File: config.mk
export PLATFORM = sky130hd
export DESIGN_NAME = time_display_driver
export DESIGN_NICKNAME = d
export VERILOG_FILES = /design/src/rtl/time_display_driver_pkg.sv /design/src/rtl/time_display_driver_bin2bcd_seq.sv /design/src/rtl/time_display_driver.sv
export SDC_FILE = /design/constraint.sdc
export NUM_CORES = 1
export LEC_CHECK = 0
export CORE_MARGIN = 2
export CORE_UTILIZATION = 43
export DETAILED_ROUTE_END_ITERATION = 16
export PLACE_DENSITY = 0.64
export SLEW_MARGIN = 10
export SYNTH_ARGS = -nofsm -noshare
export SYNTH_HDL_FRONTEND = slang
export SYNTH_SLANG_ARGS = --single-unit
File: constraint.sdc
create_clock -name clk -period 3.1 [get_ports clk]
set_input_delay 0.62 -clock clk [delete_from_list [all_inputs] [get_ports clk]]
set_output_delay 0.62 -clock clk [all_outputs]
set_load 0.1 [all_outputs]
File: src/rtl/time_display_driver_pkg.sv
// Shared definitions for the time display driver.
// Holds the controller state encoding, active-low 7-segment patterns
// ({g,f,e,d,c,b,a}), the digit indices that carry the colon, and the
// segment decode helper used by the scan output stage.
package time_display_driver_pkg;

  typedef enum logic [1:0] {
    S_IDLE = 2'd0,
    S_CONV = 2'd1,
    S_LOAD = 2'd2
  } ctrlStateT;

  // Two BCD digits per field
  localparam int BCD_W = 8;

  localparam logic [6:0] SEG_0     = 7'b1000000;
  localparam logic [6:0] SEG_1     = 7'b1111001;
  localparam logic [6:0] SEG_2     = 7'b0100100;
  localparam logic [6:0] SEG_3     = 7'b0110000;
  localparam logic [6:0] SEG_4     = 7'b0011001;
  localparam logic [6:0] SEG_5     = 7'b0010010;
  localparam logic [6:0] SEG_6     = 7'b0000010;
  localparam logic [6:0] SEG_7     = 7'b1111000;
  localparam logic [6:0] SEG_8     = 7'b0000000;
  localparam logic [6:0] SEG_9     = 7'b0010000;
  localparam logic [6:0] SEG_BLANK = 7'b1111111;

  // Colon sits to the left of the seconds pair and the minutes pair
  localparam logic [2:0] COLON_IDX_LO = 3'd2;
  localparam logic [2:0] COLON_IDX_HI = 3'd4;
  localparam logic [2:0] DIGIT_LAST   = 3'd5;

  // Codes 10..15 cannot come out of the converter, but blank them anyway
  function automatic logic [6:0] segDecode(input logic [3:0] bcd);
    logic [6:0] seg;
    case (bcd)
      4'd0:    seg = SEG_0;
      4'd1:    seg = SEG_1;
      4'd2:    seg = SEG_2;
      4'd3:    seg = SEG_3;
      4'd4:    seg = SEG_4;
      4'd5:    seg = SEG_5;
      4'd6:    seg = SEG_6;
      4'd7:    seg = SEG_7;
      4'd8:    seg = SEG_8;
      4'd9:    seg = SEG_9;
      default: seg = SEG_BLANK;
    endcase
    return seg;
  endfunction

endpackage

File: src/rtl/time_display_driver_bin2bcd_seq.sv
// Sequential shift-add-3 (double dabble) converter for one time field.
// A start pulse loads bin_i and performs the first shift on the same edge,
// so a WIDTH-bit field finishes after exactly WIDTH edges; done_o is high
// for the single cycle after the last shift, which lets converters be
// chained back to back with no idle cycle between fields.
// Ports:
//   clk, reset_n      clock, asynchronous active-low reset
//   start_i           begin converting bin_i (bin_i must be stable)
//   abort_i           drop any conversion and zero the result
//   bin_i             binary field value
//   done_o            result valid, one-cycle pulse
//   tens_o, ones_o    BCD result, held until the next start/abort
module bin2bcd_seq
  import time_display_driver_pkg::*;
#(
  parameter int WIDTH = 6
) (
  input  logic             clk,
  input  logic             reset_n,
  input  logic             start_i,
  input  logic             abort_i,
  input  logic [WIDTH-1:0] bin_i,
  output logic             done_o,
  output logic [3:0]       tens_o,
  output logic [3:0]       ones_o
);

  localparam int SW = WIDTH + BCD_W;
  localparam int CW = $clog2(WIDTH + 1);
  localparam logic [CW-1:0] LAST = CW'(WIDTH);

  logic [SW-1:0] shift_q, shift_d;
  logic [CW-1:0] cnt_q, cnt_d;
  logic          active_q, active_d;
  logic [SW-1:0] stepIn, stepAdj, stepOut;

  // One dabble step: correct each BCD nibble that would overflow on the
  // doubling, then shift the whole register left by one.
  always_comb begin
    stepIn  = start_i ? {{BCD_W{1'b0}}, bin_i} : shift_q;
    stepAdj = stepIn;
    if (stepIn[SW-1 -: 4] >= 4'd5) stepAdj[SW-1 -: 4] = stepIn[SW-1 -: 4] + 4'd3;
    if (stepIn[SW-5 -: 4] >= 4'd5) stepAdj[SW-5 -: 4] = stepIn[SW-5 -: 4] + 4'd3;
    stepOut = {stepAdj[SW-2:0], 1'b0};

    shift_d  = shift_q;
    cnt_d    = cnt_q;
    active_d = active_q;
    if (abort_i) begin
      shift_d  = '0;
      cnt_d    = '0;
      active_d = 1'b0;
    end else if (start_i) begin
      shift_d  = stepOut;
      cnt_d    = CW'(1);
      active_d = 1'b1;
    end else if (active_q && (cnt_q != LAST)) begin
      shift_d = stepOut;
      cnt_d   = cnt_q + 1'b1;
    end else if (active_q) begin
      active_d = 1'b0;
    end
  end

  // Conversion state registers
  always_ff @(posedge clk or negedge reset_n) begin
    if (!reset_n) begin
      shift_q  <= '0;
      cnt_q    <= '0;
      active_q <= 1'b0;
    end else begin
      shift_q  <= shift_d;
      cnt_q    <= cnt_d;
      active_q <= active_d;
    end
  end

  assign done_o = active_q && (cnt_q == LAST);
  assign tens_o = shift_q[SW-1 -: 4];
  assign ones_o = shift_q[SW-5 -: 4];

endmodule

File: src/rtl/time_display_driver.sv
// Six-digit multiplexed 7-segment driver for an hh:mm:ss clock.
// An update request latches i_time, converts hour, minute and second to
// BCD one after another and then loads all six digits in a single cycle.
// A free-running scan walks the digit enables; the decimal point of digits
// 2 and 4 forms the colon. Optional blinking while paused is enabled by
// defining DISPLAY_BLINK_EN.
// Ports:
//   clk, reset_n   clock, asynchronous active-low reset
//   i_time         packed {hour,min,sec} binary time
//   i_update       request capture/conversion (ignored while o_busy)
//   i_clear        synchronous clear of digits, aborts conversion
//   i_pausing      blanks the display on alternate blink phases (blink build)
//   o_busy         conversion/load in progress
//   o_an           active-low digit enables, bit0 = sec ones
//   o_seg          active-low segments {g,f,e,d,c,b,a}
//   o_dp           active-low decimal point (colon)
module time_display_driver
  import time_display_driver_pkg::*;
#(
  parameter int SEC_BIT  = 6,
  parameter int MIN_BIT  = 6,
  parameter int HOUR_BIT = 6,
  parameter int SCAN_TH  = 100000,
  parameter int BLINK_TH = 25000000
) (
  input  logic                            clk,
  input  logic                            reset_n,
  input  logic [HOUR_BIT+MIN_BIT+SEC_BIT-1:0] i_time,
  input  logic                            i_update,
  input  logic                            i_clear,
  input  logic                            i_pausing,
  output logic                            o_busy,
  output logic [5:0]                      o_an,
  output logic [6:0]                      o_seg,
  output logic                            o_dp
);

  localparam int TW     = HOUR_BIT + MIN_BIT + SEC_BIT;
  localparam int SCAN_W = (SCAN_TH > 1) ? $clog2(SCAN_TH) : 1;

  ctrlStateT         state_q, state_d;
  logic [TW-1:0]     timeLatch_q, timeLatch_d;
  logic              hourStart_q, hourStart_d;
  logic [5:0][3:0]   digits_q, digits_d;

  logic              minStart, secStart, secDone;
  logic [3:0]        hourTens, hourOnes, minTens, minOnes, secTens, secOnes;

  logic [SCAN_W-1:0] scanCnt_q, scanCnt_d;
  logic [2:0]        digitIdx_q, digitIdx_d;
  logic              scanEn_q, scanEn_d;
  logic              scanTerm;
  logic              blank;

  // Fields are converted in hour, minute, second order; each converter's
  // done pulse starts the next so the shifts run back to back.
  bin2bcd_seq #(.WIDTH(HOUR_BIT)) hourConv (
    .clk(clk), .reset_n(reset_n), .start_i(hourStart_q), .abort_i(i_clear),
    .bin_i(timeLatch_q[TW-1 -: HOUR_BIT]), .done_o(minStart),
    .tens_o(hourTens), .ones_o(hourOnes)
  );

  bin2bcd_seq #(.WIDTH(MIN_BIT)) minConv (
    .clk(clk), .reset_n(reset_n), .start_i(minStart), .abort_i(i_clear),
    .bin_i(timeLatch_q[SEC_BIT +: MIN_BIT]), .done_o(secStart),
    .tens_o(minTens), .ones_o(minOnes)
  );

  bin2bcd_seq #(.WIDTH(SEC_BIT)) secConv (
    .clk(clk), .reset_n(reset_n), .start_i(secStart), .abort_i(i_clear),
    .bin_i(timeLatch_q[SEC_BIT-1:0]), .done_o(secDone),
    .tens_o(secTens), .ones_o(secOnes)
  );

  // Controller next state. The hour converter is kicked one cycle after
  // acceptance, from the latched copy, so the converters never see i_time
  // change under them. Clear overrides everything, including an update.
  always_comb begin
    state_d     = state_q;
    timeLatch_d = timeLatch_q;
    hourStart_d = 1'b0;
    digits_d    = digits_q;
    if (i_clear) begin
      state_d  = S_IDLE;
      digits_d = '0;
    end else begin
      case (state_q)
        S_IDLE: begin
          if (i_update) begin
            state_d     = S_CONV;
            timeLatch_d = i_time;
            hourStart_d = 1'b1;
          end
        end
        S_CONV: begin
          if (secDone) state_d = S_LOAD;
        end
        S_LOAD: begin
          digits_d = {hourTens, hourOnes, minTens, minOnes, secTens, secOnes};
          state_d  = S_IDLE;
        end
        default: state_d = S_IDLE;
      endcase
    end
  end

  // Controller registers
  always_ff @(posedge clk or negedge reset_n) begin
    if (!reset_n) begin
      state_q     <= S_IDLE;
      timeLatch_q <= '0;
      hourStart_q <= 1'b0;
      digits_q    <= '0;
    end else begin
      state_q     <= state_d;
      timeLatch_q <= timeLatch_d;
      hourStart_q <= hourStart_d;
      digits_q    <= digits_d;
    end
  end

  assign o_busy = (state_q != S_IDLE);

  // Scan timing. The display stays dark until the first terminal count;
  // that terminal only enables the outputs so the walk starts on digit 0,
  // later terminals advance the index.
  assign scanTerm = (scanCnt_q == SCAN_W'(SCAN_TH - 1));

  always_comb begin
    scanCnt_d  = scanCnt_q + 1'b1;
    digitIdx_d = digitIdx_q;
    scanEn_d   = scanEn_q;
    if (scanTerm) begin
      scanCnt_d = '0;
      scanEn_d  = 1'b1;
      if (scanEn_q) digitIdx_d = (digitIdx_q == DIGIT_LAST) ? 3'd0 : digitIdx_q + 3'd1;
    end
  end

  // Scan registers
  always_ff @(posedge clk or negedge reset_n) begin
    if (!reset_n) begin
      scanCnt_q  <= '0;
      digitIdx_q <= '0;
      scanEn_q   <= 1'b0;
    end else begin
      scanCnt_q  <= scanCnt_d;
      digitIdx_q <= digitIdx_d;
      scanEn_q   <= scanEn_d;
    end
  end

`ifdef DISPLAY_BLINK_EN
  localparam int BLINK_W = (BLINK_TH > 1) ? $clog2(BLINK_TH) : 1;

  logic [BLINK_W-1:0] blinkCnt_q, blinkCnt_d;
  logic               blinkPhase_q, blinkPhase_d;

  // Blink phase flips every BLINK_TH cycles regardless of i_pausing
  always_comb begin
    blinkCnt_d   = blinkCnt_q + 1'b1;
    blinkPhase_d = blinkPhase_q;
    if (blinkCnt_q == BLINK_W'(BLINK_TH - 1)) begin
      blinkCnt_d   = '0;
      blinkPhase_d = ~blinkPhase_q;
    end
  end

  // Blink registers
  always_ff @(posedge clk or negedge reset_n) begin
    if (!reset_n) begin
      blinkCnt_q   <= '0;
      blinkPhase_q <= 1'b0;
    end else begin
      blinkCnt_q   <= blinkCnt_d;
      blinkPhase_q <= blinkPhase_d;
    end
  end

  assign blank = i_pausing && blinkPhase_q;
`else
  logic unusedBlink;
  assign unusedBlink = i_pausing ^ (BLINK_TH > 0);
  assign blank       = 1'b0;
`endif

  // Output stage: one active-low enable for the current digit, its decoded
  // segments, and the colon dot on digits 2 and 4.
  always_comb begin
    o_an  = 6'b111111;
    o_seg = SEG_BLANK;
    o_dp  = 1'b1;
    if (scanEn_q) begin
      o_an  = ~(6'b000001 << digitIdx_q);
      o_seg = segDecode(digits_q[digitIdx_q]);
      o_dp  = !((digitIdx_q == COLON_IDX_LO) || (digitIdx_q == COLON_IDX_HI));
    end
    if (blank) o_an = 6'b111111;
  end

endmodule

### Word-level counts from Yosys, hierarchy flattened

Memory sizes are Yosys's and may differ from the RTL's.
Cells that the tools add are included.

* word-level logic and storage cells: 129
* latch bits: 0
* input port bits: 23
* bits in registers: 120
* memories kept: 1
* bits in read-only memories: 112
* RAM bits: 0

* reduce and logical (&&, ||, !) cells: 17
* eq/ne operators: 17
* bitwise operators: 2
* muxes and demuxes: 52
* shift operators: 1
* magnitude comparators: 7
* $add $sub $neg: 11
* $mul: 0
* divide/modulo/power cells: 0

Memory list
* (name not given): words 16, bits a word 7, read ports 1, clocked after memory_dff 0, wr ports 0, line time_display_driver_pkg.sv:36 `case (bcd)`

Operators by type and width (count)
* 14-bit two-way mux: 12
* 24-bit two-way mux: 2
* 3-bit two-way mux: 13
* 4-bit by 3-bit greater-or-equal comparator with 1-bit output (second input constant): 6
* 17-bit by 1-bit adder with 17-bit output (second input constant): 1
* 17-bit equality test (second input constant): 1
* 17-bit two-way mux: 1
* 4-bit two-way mux: 4
* 3-bit equality test (second input constant): 5
* 3-bit != test (second input constant): 5
* 1-bit two-way mux: 13
* 3-bit by 1-bit adder with 3-bit output (second input constant): 4
* 4-bit by 2-bit adder with 4-bit output (second input constant): 3
* 4-bit binary-select mux with 3-bit select: 1
* 3-bit by 2-bit adder with 3-bit output (second input constant): 3
* 3-bit by 2-bit != test with 1-bit output (second input constant): 3
* 3-bit nonzero test: 3
* 7-bit two-way mux: 1
* 1-bit logical AND: 6
* 2-bit two-way mux: 3
* 6-bit two-way mux: 1
* 6-bit inverter: 1
* 1-bit by 3-bit << shifter with 6-bit output (first input constant): 1
* 3-bit by 4-bit < comparator with 1-bit output (second input constant): 1
* other kinds (11): 13

### Longest topological paths before layout

* word-level depth: 8
* mapped depth: 11

### Modules after synthesis

From an unflattened synthesis, not the netlist that was laid out.

* cell total of the unflattened synthesis: 606
* area total of the unflattened synthesis: 6234.7 µm²

By module, submodules not included
* time_display_driver: area an instance 3123.0 µm², cells an instance 261, instances 1
* bin2bcd_seq: area an instance 1037.2 µm², cells an instance 115, instances 3

### Worst setup path before layout

OpenSTA, ideal clock, no wires.

* kind: reg-to-output
* start point: register digitIdx_q[0]
* end point: output port o_seg[2]
* arrival time: 3.674 ns
* path slack: -1.194 ns
* stages on the path, launching flop included: 9
* cells stage by stage: dfrtp_1 buf_6 buf_6 mux2i_1 nor2_1 a211oi_1 ha_1 a21boi_0 o21ai_0

* longest elaborated chain between the ends: 4

RTL lines
* from (decl): line time_display_driver.sv:50 `logic [2:0] digitIdx_q, digitIdx_d;`
* from (signal assigned): line time_display_driver.sv:148 `digitIdx_q <= digitIdx_d;`
* 4-bit binary-select mux with 3-bit select: line time_display_driver.sv:195 `o_seg = segDecode(digits_q[digitIdx_q]);`
* 4-bit two-way mux (not written as such): line time_display_driver.sv:195
* memory read 16 x 7 bit
* 7-bit two-way mux: line time_display_driver.sv:193 `if (scanEn_q) begin`
* to (decl): line time_display_driver.sv:34 `output logic [6:0] o_seg,`

No other way between the ends. The select of a mux whose other input is x is not followed.

### Worst setup path in the final report

* start point: register digitIdx_q[0]
* end point: output port o_seg[4]

The elaborated chain is that of the path after synthesis.

==> run summary <==
SETUP PATH
----------------------------------------------------------------------------------------
Critical path required time                                                      2.48 ns
Highest fanout seen on the critical path                                               5
CP Capture Type                                                              output port
Worst Path Arrival                                                               2.46 ns
Setup slack, reg-to-reg                                                          0.78 ns
Startpoint type of the worst setup path                                        flip-flop
Kind of critical path                                                       flip-flop to output port

POWER AND IR DROP
----------------------------------------------------------------------------------------
Combinational fraction of design power                                              5.7%
Proportion of total power due to net switching                                    22.09%
Leakage dissipation                                                             3.092 nW
Total net switching power                                                    0.0007899 W
Pwr per Cell Area                                                           489.8 nW/um^2
Max VDD drop                                                                 0.0003504 V
Clk pwr share                                                                      48.7%
Internal Power                                                                0.002787 W
Reg power frac                                                                     45.6%

PLACEMENT
----------------------------------------------------------------------------------------
Last weighted congestion value of the routability-driven placer                   0.7850
Placed cell count                                                                    818
Input/output buffers                                                                  36
Dpl hpwl                                                                        7.705 mm

DETAILED ROUTING
----------------------------------------------------------------------------------------
Number of search-and-repair iterations in the first detailed-routing pass              4
Detail-routed via count per cell                                                   5.252
Count of vias placed by the detailed router                                         4517
Wire length per cell after detailed routing                                     13.70 um
Iteration-0 DRC count of the detailed router                                         208
DRT Wirelength                                                                  11.78 mm
Remaining design rule violation count                                                  0
Count of nets left with antenna violations after detail routing                        0

DIE
----------------------------------------------------------------------------------------
Area inside the core boundary                                                13720 sq um
Initial core utilization                                                          43.53%
Die outline width                                                               121.9 um
Die Outline Area                                                             14850 sq um
Vert. Die Dim                                                                   121.9 um
Row Count                                                                             43
IO Pins                                                                               38

FINISH
----------------------------------------------------------------------------------------
Post-synthesis to final-layout area growth                                        22.27%
Filler cells                                                                        1245
Final cell count without fillers                                                     860
Ant. Diodes                                                                            0
Final core utilization                                                            53.22%
# nets final                                                                         711
Fraction of layout instances using a drive strength above 1                       17.79%

SYNTH
----------------------------------------------------------------------------------------
Cells after synthesis                                                                621
Largest cells by area after synthesis                                       dfrtp_1 (49%), nand2_1 (6.0%), nor2_1 (5.2%)
FFs w/ async S/R, synth                                                           100.0%
Average instance area after synthesis                                        9.617 sq um
Post-synth EDFFs                                                                       0
Predominant post-synthesis flop cell                                             dfrtp_1
Commonest cells post-synth                                                  dfrtp_1 (117), nand2_1 (95), nor2_1 (82)
Yosys warning total                                                                    0
Post-Syn Nets                                                                        665
Post-synth top area cell                                                         dfrtp_1
Sequential fraction of the synthesis area                                         49.03%
Proportion of netlist area held by the largest area contributor                   49.03%
Flip-flop and latch count after synthesis                                            117
Count of different cell masters after synthesis                                       53
Most instantiated library cell after synthesis                                   dfrtp_1
Synthesized area                                                              5972 sq um

TIMING
----------------------------------------------------------------------------------------
Worst Skew                                                                   0.004767 ns
Highest clock frequency the design can meet                                    324.7 MHz
Worst Tran Pin Value                                                           0.8459 ns
Min Clock Period, post-route                                                    3.080 ns
Final critical-path share of the clock period                                     99.36%
Count of pins over their slew limit                                                    0
Total setup violations reported at the end of the flow                                 0
Final Hold Viols                                                                       0
Setup repair after global routing missed its margin                                  yes
Max-Slew Margin vs Limit                                                          43.28%

WORST HOLD PATH
----------------------------------------------------------------------------------------
Worst hold path class                                                       input pin to asynchronous set/reset pin

GRT
----------------------------------------------------------------------------------------
Maximum number of pins on one net before global-route repair                          49
Number of global-route vias before repair                                           4288
Number of antenna violations at the first check in global routing                      0
Global-route wire length before repair                                          20.15 mm
GRT Total Usage                                                                   17.09%
Total gr overflow                                                                      0

CLOCK NETWORK
----------------------------------------------------------------------------------------
Number of buffers inserted for hold repair after clock tree synthesis                  0
Clock root buffer                                                              clkbuf_16
Clock Pin Slew Worst Setup and Hold Paths                                        0.05 ns
Clock latency of the later-clocked register in the worst-skew pair               0.41 ns
CTS Buffer Depth                                                                       2
Clock tree from TritonCTS                                                            yes
Num CTS Buffers                                                                       17
Clk sink count                                                                       117
CTS H-tree depth                                                                       4

JOB
----------------------------------------------------------------------------------------
MaxCap Viol Count                                                                      0

STATUS
----------------------------------------------------------------------------------------
Outcome                                                                     finished clean

[flip-flops by register name, summed over array words and instances (netlist names), 2 cells and up]
register and flops:
digitIdx_q 3, digits_q 24, hourConv.cnt_q 3, hourConv.shift_q 13, minConv.cnt_q 3, minConv.shift_q 13
scanCnt_q 17, secConv.cnt_q 3, secConv.shift_q 13, state_q 2, timeLatch_q 18
[final timing paths]
check / start / to / cells past startpoint
min in group clk: scanCnt_q[0]$_DFF_PN0_ / scanCnt_q[0]$_DFF_PN0_ / 1
hold / removal: reset_n / digitIdx_q[2]$_DFFE_PN0P_ / 1
setup reg to reg: minConv.cnt_q[0]$_DFFE_PN0P_ / secConv.shift_q[8]$_DFFE_PN0P_ / 9
hold reg to reg: scanCnt_q[0]$_DFF_PN0_ / scanCnt_q[0]$_DFF_PN0_ / 1
setup / recovery: digitIdx_q[0]$_DFFE_PN0P_ / o_seg[4] / 8
max in group asynchronous: reset_n / scanCnt_q[5]$_DFF_PN0_ / 2
[layer usage]
metal	wire length (um)	GRT usage [%]	up-vias
met3	409	4.213	22
met5	0	0	-
li1	-	-	2225
met2	5493	26.22	81
met1	5651	23.05	2189
met4	225	7.471	0
[power groups by stage]
stage / clock network (W) / logic (W) / registers [W]
finish: 0.00174 / 0.000204 / 0.00163
global route: 0.00184 / 0.000233 / 0.00164
CTS: 0.00177 / 0.000209 / 0.00163
detailed placement: 0 / 0.000208 / 0.00166
global placement: 0 / 0.000200 / 0.00165
floorplan: 0 / 0.000130 / 0.00164
[per-stage QoR]
| stage | worst slack, ns | area, sq um | hold WS [ns] | total power (W) | TNS (ns) |
|---|---|---|---|---|---|
| final | 0.01980 | 7302 | 0.2181 | 0.003577 | 0 |
| after detailed placement | 0.2710 | 6613 | 0.4769 | 0.001866 | 0 |
| after floorplan | -0.4425 | 6018 | 0.3244 | 0.001770 | -0.5585 |
| after global routing | -0.07797 | 7302 | 0.2732 | 0.003717 | -0.3966 |
| after CTS | 0.0001972 | 7244 | 0.2428 | 0.003616 | 0 |
| after global placement | 0.2880 | 6613 | 0.4704 | 0.001855 | 0 |
[repair_timing]
action | in CTS | in global routing
hold endpoints to repair | 0 | 0
pin swaps | 4 | 0
setup endpoints to repair | 6 | 6
gates cloned | 0 | 0
resized for setup | 13 | 7
setup buffers | 8 | 2
[cells by family (layout without fill, tap and decap cells)]
group,count (synthesis),in the layout,share of synthesized area (%)
AOI/OAI and AO/OA,104,104,10.89
xor gates and xnor gates,28,28,4.106
and+or+nand+nor,262,262,20.28
DFF,117,117,49.03
adders and majority gates,21,21,4.400
buffers and inverters,45,104,3.248
muxes,44,44,8.045
[cell usage in the layout (no fill, tap or decap), types with 3 or more instances in the layout]
| cell type | netlist | final |
|---|---|---|
| clkbuf_1 | 24 | 7 |
| and2_1 | 9 | 8 |
| nor3_1 | 6 | 6 |
| xor2_1 | 12 | 12 |
| clkdlybuf4s50_1 | 0 | 19 |
| clkbuf_16 | 0 | 17 |
| mux2i_1 | 18 | 17 |
| nand3_1 | 20 | 20 |
| buf_6 | 2 | 3 |
| ha_1 | 21 | 18 |
| a21oi_1 | 55 | 54 |
| nand2_1 | 95 | 95 |
| dfrtp_1 | 117 | 115 |
| nand2b_1 | 13 | 13 |
| or3_1 | 3 | 3 |
| clkinv_2 | 0 | 4 |
| xnor2_1 | 16 | 16 |
| a31oi_4 | 0 | 3 |
| nand4_1 | 5 | 5 |
| mux2_4 | 2 | 4 |
| or2_2 | 4 | 4 |
| mux2_2 | 23 | 22 |
| a211oi_1 | 13 | 12 |
| nor2_1 | 82 | 82 |
| inv_1 | 11 | 9 |
| nor2b_1 | 5 | 5 |
| buf_4 | 1 | 31 |
| buf_12 | 0 | 7 |
| o21ai_0 | 10 | 9 |
| nor3b_1 | 4 | 4 |
| a311oi_1 | 10 | 10 |
| clkbuf_8 | 0 | 4 |
| and3_1 | 4 | 4 |
[worst max-delay path, stage by stage (launching register included)]
cell,delay (ns)
dfrtp_2,0.42
buf_6,0.14
mux2i_1,0.19
nor2_1,0.07
a211o_4,0.35
ha_2,0.21
mux2_4,0.29
a32oi_4,0.19
buf_12,0.20
[layout make-up]
cell class / instances / area (sq um) / share of cell area [%]
multi-input combinational: 459 / 2974 / 40.73
sequential: 117 / 2930 / 40.13
timing repair buffer: 61 / 601.8 / 8.242
clock buffer: 28 / 506.7 / 6.940
tap: 180 / 225.2 / 3.084
inverter: 11 / 43.79 / 0.5997
clock inverter: 4 / 20.02 / 0.2742
No activity file was read; power rests on OpenSTA's default activity.
